**src/rtl/seq_pkg.sv**
```systemverilog
// rtl/seq_pkg.sv - shared types and constants for the program sequencer
// Contents: state_t (IDLE/RUN/DONE), cond_t (branch condition select), DEF_HALT_ADDR.
package seq_pkg;

    typedef enum logic [1:0] {
        IDLE = 2'b00,
        RUN  = 2'b01,
        DONE = 2'b10
    } state_t;

    typedef enum logic [1:0] {
        COND_ALWAYS = 2'b00,
        COND_ZERO   = 2'b01,
        COND_PARI   = 2'b10,
        COND_SC     = 2'b11
    } cond_t;

    localparam int DEF_HALT_ADDR = 128;

endpackage

```
**src/rtl/ret_stack.sv**
```systemverilog
// rtl/ret_stack.sv - hardware return-address stack (LIFO)
// Ports: clk, reset (sync active-low), clear (empty the stack), push/push_data,
//        pop, top (most recent entry), full, empty.
// Push when full and pop when empty are ignored; the caller flags the error.
module ret_stack #(
    parameter int D         = 12,
    parameter int STK_DEPTH = 4
) (
    input  logic         clk,
    input  logic         reset,
    input  logic         clear,
    input  logic         push,
    input  logic         pop,
    input  logic [D-1:0] push_data,
    output logic [D-1:0] top,
    output logic         full,
    output logic         empty
);

    localparam int PW = $clog2(STK_DEPTH);

    logic [D-1:0] mem [STK_DEPTH];
    logic [PW:0]  cnt;
    logic [PW-1:0] top_idx;

    assign top_idx = PW'(cnt - 1'b1);
    assign top     = mem[top_idx];
    assign full    = (cnt == (PW+1)'(STK_DEPTH));
    assign empty   = (cnt == '0);

    always_ff @(posedge clk) begin
        if (!reset || clear) begin
            cnt <= '0;
        end else if (push && !full) begin
            cnt <= cnt + 1'b1;
        end else if (pop && !empty) begin
            cnt <= cnt - 1'b1;
        end
    end

    // Storage needs no reset: entries are only read below cnt.
    always_ff @(posedge clk) begin
        if (push && !full) begin
            mem[cnt[PW-1:0]] <= push_data;
        end
    end

endmodule

```
**src/rtl/prog_sequencer.sv**
```systemverilog
// rtl/prog_sequencer.sv - program counter, run handshake, ALU flag registers and return stack
// Ports: clk, reset (sync active-low); req/stall run control; reljump_en, absjump_en,
//        call_en, ret_en, cond_sel, target, offset PC controls; zero, pari, flag_en,
//        sc_o, sc_clr, sc_en flag inputs; prog_ctr, zeroQ, pariQ, sc_in, busy, done,
//        stk_err outputs.
// Macro SEQ_CALL_STACK_EN: enables the return stack, call/ret and stk_err. When
// undefined, call_en is an unconditional absolute jump, ret_en is a plain PC+1 and
// stk_err is tied low.
module prog_sequencer
    import seq_pkg::*;
#(
    parameter int D         = 12,
    parameter int HALT_ADDR = DEF_HALT_ADDR,
    parameter int STK_DEPTH = 4
) (
    input  logic         clk,
    input  logic         reset,
    input  logic         req,
    input  logic         stall,
    input  logic         reljump_en,
    input  logic         absjump_en,
    input  logic         call_en,
    input  logic         ret_en,
    input  logic [1:0]   cond_sel,
    input  logic [D-1:0] target,
    input  logic [D-1:0] offset,
    input  logic         zero,
    input  logic         pari,
    input  logic         flag_en,
    input  logic         sc_o,
    input  logic         sc_clr,
    input  logic         sc_en,
    output logic [D-1:0] prog_ctr,
    output logic         zeroQ,
    output logic         pariQ,
    output logic         sc_in,
    output logic         busy,
    output logic         done,
    output logic         stk_err
);

    localparam logic [D-1:0] HALT_PC = D'(HALT_ADDR);

    state_t       state;
    logic         cond;
    logic [D-1:0] pc_inc;
    logic [D-1:0] pc_next;
    logic         advance;
    logic         start;

    assign pc_inc  = prog_ctr + D'(1);
    assign advance = (state == RUN) && !stall && (prog_ctr != HALT_PC);
    assign start   = (state == IDLE) && req;

    always_comb begin
        cond = 1'b1;
        case (cond_t'(cond_sel))
            COND_ALWAYS: cond = 1'b1;
            COND_ZERO:   cond = zeroQ;
            COND_PARI:   cond = pariQ;
            COND_SC:     cond = sc_in;
            default:     cond = 1'b1;
        endcase
    end

`ifdef SEQ_CALL_STACK_EN
    logic [D-1:0] stk_top;
    logic         stk_full;
    logic         stk_empty;
    logic         push_req;
    logic         pop_req;
    logic         err_req;

    always_comb begin
        pc_next  = pc_inc;
        push_req = 1'b0;
        pop_req  = 1'b0;
        err_req  = 1'b0;
        if (ret_en) begin
            if (stk_empty) begin
                err_req = 1'b1;
            end else begin
                pc_next = stk_top;
                pop_req = 1'b1;
            end
        end else if (call_en) begin
            if (stk_full) begin
                err_req = 1'b1;
            end else begin
                pc_next  = target;
                push_req = 1'b1;
            end
        end else if (absjump_en) begin
            if (cond) pc_next = target;
        end else if (reljump_en) begin
            if (cond) pc_next = prog_ctr + offset;
        end
    end

    ret_stack #(
        .D         (D),
        .STK_DEPTH (STK_DEPTH)
    ) u_ret_stack (
        .clk       (clk),
        .reset     (reset),
        .clear     (start),
        .push      (advance && push_req),
        .pop       (advance && pop_req),
        .push_data (pc_inc),
        .top       (stk_top),
        .full      (stk_full),
        .empty     (stk_empty)
    );

    always_ff @(posedge clk) begin
        if (!reset || start) begin
            stk_err <= 1'b0;
        end else if (advance && err_req) begin
            stk_err <= 1'b1;
        end
    end
`else
    // Without the stack a return has nowhere to go, so it degrades to PC+1
    // but still outranks call.
    always_comb begin
        pc_next = pc_inc;
        if (ret_en) begin
            pc_next = pc_inc;
        end else if (call_en) begin
            pc_next = target;
        end else if (absjump_en) begin
            if (cond) pc_next = target;
        end else if (reljump_en) begin
            if (cond) pc_next = prog_ctr + offset;
        end
    end

    assign stk_err = 1'b0;
`endif

    always_ff @(posedge clk) begin
        if (!reset) begin
            state    <= IDLE;
            prog_ctr <= '0;
            busy     <= 1'b0;
            done     <= 1'b0;
        end else begin
            case (state)
                IDLE: begin
                    prog_ctr <= '0;
                    if (req) begin
                        state <= RUN;
                        busy  <= 1'b1;
                    end
                end
                RUN: begin
                    // Halt check ignores stall: reaching HALT_ADDR ends the run.
                    if (prog_ctr == HALT_PC) begin
                        state <= DONE;
                        busy  <= 1'b0;
                        done  <= 1'b1;
                    end else if (!stall) begin
                        prog_ctr <= pc_next;
                    end
                end
                DONE: begin
                    if (!req) begin
                        state    <= IDLE;
                        done     <= 1'b0;
                        prog_ctr <= '0;
                    end
                end
                default: begin
                    state    <= IDLE;
                    prog_ctr <= '0;
                    busy     <= 1'b0;
                    done     <= 1'b0;
                end
            endcase
        end
    end

    // Flags update in every state, stalled or not.
    always_ff @(posedge clk) begin
        if (!reset) begin
            zeroQ <= 1'b0;
            pariQ <= 1'b0;
            sc_in <= 1'b0;
        end else begin
            if (flag_en) begin
                zeroQ <= zero;
                pariQ <= pari;
            end
            if (sc_clr) begin
                sc_in <= 1'b0;
            end else if (sc_en) begin
                sc_in <= sc_o;
            end
        end
    end

endmodule

```
**config.mk**
```make
export PLATFORM = sky130hd
export DESIGN_NAME = prog_sequencer
export DESIGN_NICKNAME = d
export VERILOG_FILES = /design/src/rtl/seq_pkg.sv /design/src/rtl/ret_stack.sv /design/src/rtl/prog_sequencer.sv
export SDC_FILE = /design/constraint.sdc
export NUM_CORES = 1
export LEC_CHECK = 0
export ABC_CLOCK_PERIOD_IN_PS = 2620
export BUFFER_PORTS_ARGS = -buffer_cell sky130_fd_sc_hd__buf_2
export CAP_MARGIN = 5
export CELL_PAD_IN_SITES_DETAIL_PLACEMENT = 1
export CELL_PAD_IN_SITES_GLOBAL_PLACEMENT = 1
export CORE_UTILIZATION = 34
export CTS_CLUSTER_SIZE = 12
export DETAILED_ROUTE_END_ITERATION = 8
export GPL_TIMING_DRIVEN = 0
export MAX_ROUTING_LAYER = met4
export PLACE_DENSITY = 0.82
export RECOVER_POWER = 100
export SYNTH_ARGS = -nofsm -noshare
export SYNTH_HDL_FRONTEND = slang
export SYNTH_SLANG_ARGS = --single-unit
```
**constraint.sdc**
```tcl
create_clock -name clk -period 2.62 [get_ports clk]
set_input_delay 0.786 -clock clk [delete_from_list [all_inputs] [get_ports clk]]
set_output_delay 0.786 -clock clk [all_outputs]
set_load 0.01 [all_outputs]
```
==> reports/results.tsv <==
metric	value	unit
post-DP HPWL	5090	um
Primary FF master, synth	dfxtp_1	
Setup Skew	0.00165	ns
clk slew on worst S/H paths	0.08	ns
Slew headroom	58.9	%
Hold Crit Class	reg -> reg	
WL/cell	17.0	um
Port Buffer Count	54	
Post-synth EDFFs	0	
Routed Antenna Nets	0	
status	complete, no violations	
data arrival time of the critical path	2.62	ns
via/cell ratio	5.74	
maximum VDD drop	0.247	mV
fin. max-slew vios	0	
clock sinks	19	
CTS Root Cell	clkbuf_8	
largest net degree at the start of global routing	12	
Crit Path Category	in -> reg	
antenna cells	0	
maximum buffer depth of the clock tree	2	
Mapped Avg Cell Area	7.94	um2
Die Height	78.7	um
cell depth of the worst hold path	2	
final hold vios	0	
setup TNS	0	ns
Die ar.	0.00620	mm2
Final nets	365	
initial antenna violation count	0	
async set-reset flop share out of synthesis	0	%
htree depth	1	
die span in x	78.7	um
worst slew pin tran	0.615	ns
critical path peak fanout	3	
grt total ovfl	0	
period utilization	93.6	%
post-synthesis sequential area ratio	19.0	%
iteration-0 DRC count of the detailed router	92	
Setup violations, final	0	
first-pass GRT wire length	10800	um
placed instance area	0.00236	mm2
R2R setup slack	0.30	ns
Synth Warn #	0	
RSZ-0062 raised after global routing	no	
Inserted Clock Buffers	3	
DR pass1 iterations	4	
postcts setup bufs	0	
Clock Latency Late Sink	0.27	ns
Total Routing Usage GR	22.5	%
Critical Path RT	2.79	ns
Cell Area, Synth	0.00200	mm2
routed wire length	6480	um
# Max-Cap Violations	0	
Final Wtd Congestion	0.879	
reg2reg start	prog_ctr[2]$_SDFFE_PN0P_	
reg-to-reg endpoint	prog_ctr[9]$_SDFFE_PN0P_	
syn nets	306	
Syn Inst Count	252	
Leakage	1.01	nW
hold path endpoint	busy$_SDFFE_PN0P_	
pre-CTS setup slack	-0.391	ns
layout cells sized above 1	18.4	%
design area	0.00240	mm2
Cell variety after synth	62	
Setup WS post-layout	0.168	ns
drc violations	0	
Synth Register Bits	19	
Vias	2192	
Starting Density	35.9	%
pwr/cell area	312	mW/mm2
CTS tree	built	
boundary pin count	58	
number of global-route vias before repair	2200	
Startpoint Class	input pin	
synthesis-to-layout area growth	19.9	%
worst hold start	busy$_SDFFE_PN0P_	
fmax	408	MHz
row cnt	27	
post-layout minimum cycle time	2.45	ns
core area	0.00557	mm2
Worst R2R Path Depth	7	
Worst setup EP type	register	
[registers in the layout (all words and copies together) (netlist names)]
register and flops:
zeroQ 1, prog_ctr 12, pariQ 1, busy 1, state 2, sc_in 1
done 1
[routing by layer]
metal / vias to the layer above / global-route usage, % / part of all wire [%]
met3: 8 / 2.30 / 4.0
li1: 1068 / - / -
met2: 57 / 37.0 / 49
met1: 1059 / 29.3 / 46
met4: 0 / 6.11 / 1.0
met5: - / - / 0
[synthesized netlist by cell type (2+ instances only)]
cell,n,share of area (%)
a22oi_1,4,1.5
buf_4,2,0.75
a22o_1,3,1.3
nor3b_1,2,0.75
and2_1,6,1.9
nor2b_1,8,2.5
clkbuf_1,5,0.94
a21o_1,6,2.3
a21oi_1,15,3.8
xor2_1,6,2.6
nor2_1,18,3.4
xnor2_1,7,3.1
mux2i_1,6,3.0
o21ai_0,17,4.3
nand4_1,5,1.6
inv_1,10,1.9
dfxtp_1,19,19
ha_1,13,8.1
o21bai_1,4,1.5
nand3_1,8,2.0
o21ai_1,3,0.75
and3_1,3,0.94
nor3_1,3,0.75
nand2_1,21,3.9
a211oi_1,8,3.0
o221ai_1,2,0.88
o21a_1,7,2.6
a221oi_2,2,1.5
and4_1,3,1.3
o211ai_1,2,0.75
a211o_1,3,1.3
[power breakdown]
group | switching (mW) | internal (mW) | total (mW)
Sequential | 0.0129 | 0.298 | 0.311
Clock | 0.118 | 0.106 | 0.225
Combinational | 0.123 | 0.0899 | 0.213
Total | 0.254 | 0.494 | 0.748
[worst max path at each step]
stage	startpoint	to	slack, ns	depth (start not counted)
after floorplan	offset[0]	prog_ctr[6]$_SDFFE_PN0P_	0.09	8
after global placement	offset[0]	prog_ctr[10]$_SDFFE_PN0P_	-0.32	9
after detailed placement	offset[0]	prog_ctr[10]$_SDFFE_PN0P_	-0.39	9
after CTS	offset[0]	prog_ctr[10]$_SDFFE_PN0P_	0.03	9
after global routing	cond_sel[0]	prog_ctr[2]$_SDFFE_PN0P_	0.03	7
final	offset[1]	prog_ctr[9]$_SDFFE_PN0P_	0.17	8
[what timing repair did]
| item | CTS | global route |
|---|---|---|
| resized for setup | 1 | 5 |
| endpoints found under the setup margin | 3 | 6 |
| hold buffers | 0 | 0 |
[critical path, cell delays in order]
cell and delay, ns:
clkbuf_1 0.11, ha_1 0.33, a211oi_2 0.26, nor2_1 0.18, a211o_1 0.32, a211oi_1 0.25
o21ai_0 0.12, a32o_1 0.25
[logic make-up (layout without fill, tap and decap cells)]
family / count (synthesis) / count (layout) / share of synthesized area, %
AND/OR/NAND/NOR: 88 / 88 / 25.1
XOR/XNOR: 13 / 13 / 5.69
adder cells (fa/ha/maj): 14 / 14 / 9.13
other: 1 / 1 / 0.187
AO/OA/AOI/OAI: 91 / 91 / 33.1
buffers and inverters: 19 / 77 / 4.06
multiplexers: 7 / 7 / 3.69
flip-flops: 19 / 19 / 19.0
[cell usage in the layout, fill, tap and decap left out, types with 8 or more instances in the layout]
| cell | synthesis | routed |
|---|---|---|
| nor2_1 | 18 | 18 |
| o21ai_0 | 17 | 17 |
| ha_1 | 13 | 13 |
| nor2b_1 | 8 | 8 |
| a21oi_1 | 15 | 15 |
| nand2_1 | 21 | 21 |
| nand3_1 | 8 | 9 |
| dfxtp_1 | 19 | 19 |
| inv_1 | 10 | 10 |
| clkbuf_1 | 5 | 24 |
| buf_2 | 1 | 36 |
[cell type report]
cell class | instances | area [um2]
fill | 712 | 3170
clock buffer | 3 | 41.3
tap | 72 | 90.1
timing repair buffer | 54 | 246
sequential | 19 | 380
inverter | 10 | 37.5
multi-input combinational | 214 | 1560
clock inverter | 1 | 5.00
buffer | 9 | 41.3
[per-stage QoR]
step                      power [mW]  hold WS [ns]  utilization [%]  cells
after global placement         0.523         0.515             42.4    378
after CTS                      0.757         0.543             43.3    382
after detailed placement       0.529         0.529             42.4    378
after floorplan                0.446         0.543                -    252
after global routing           0.793         0.569             43.1    382
final                          0.748         0.542             43.1    382
(Power assumes the default switching activity.)
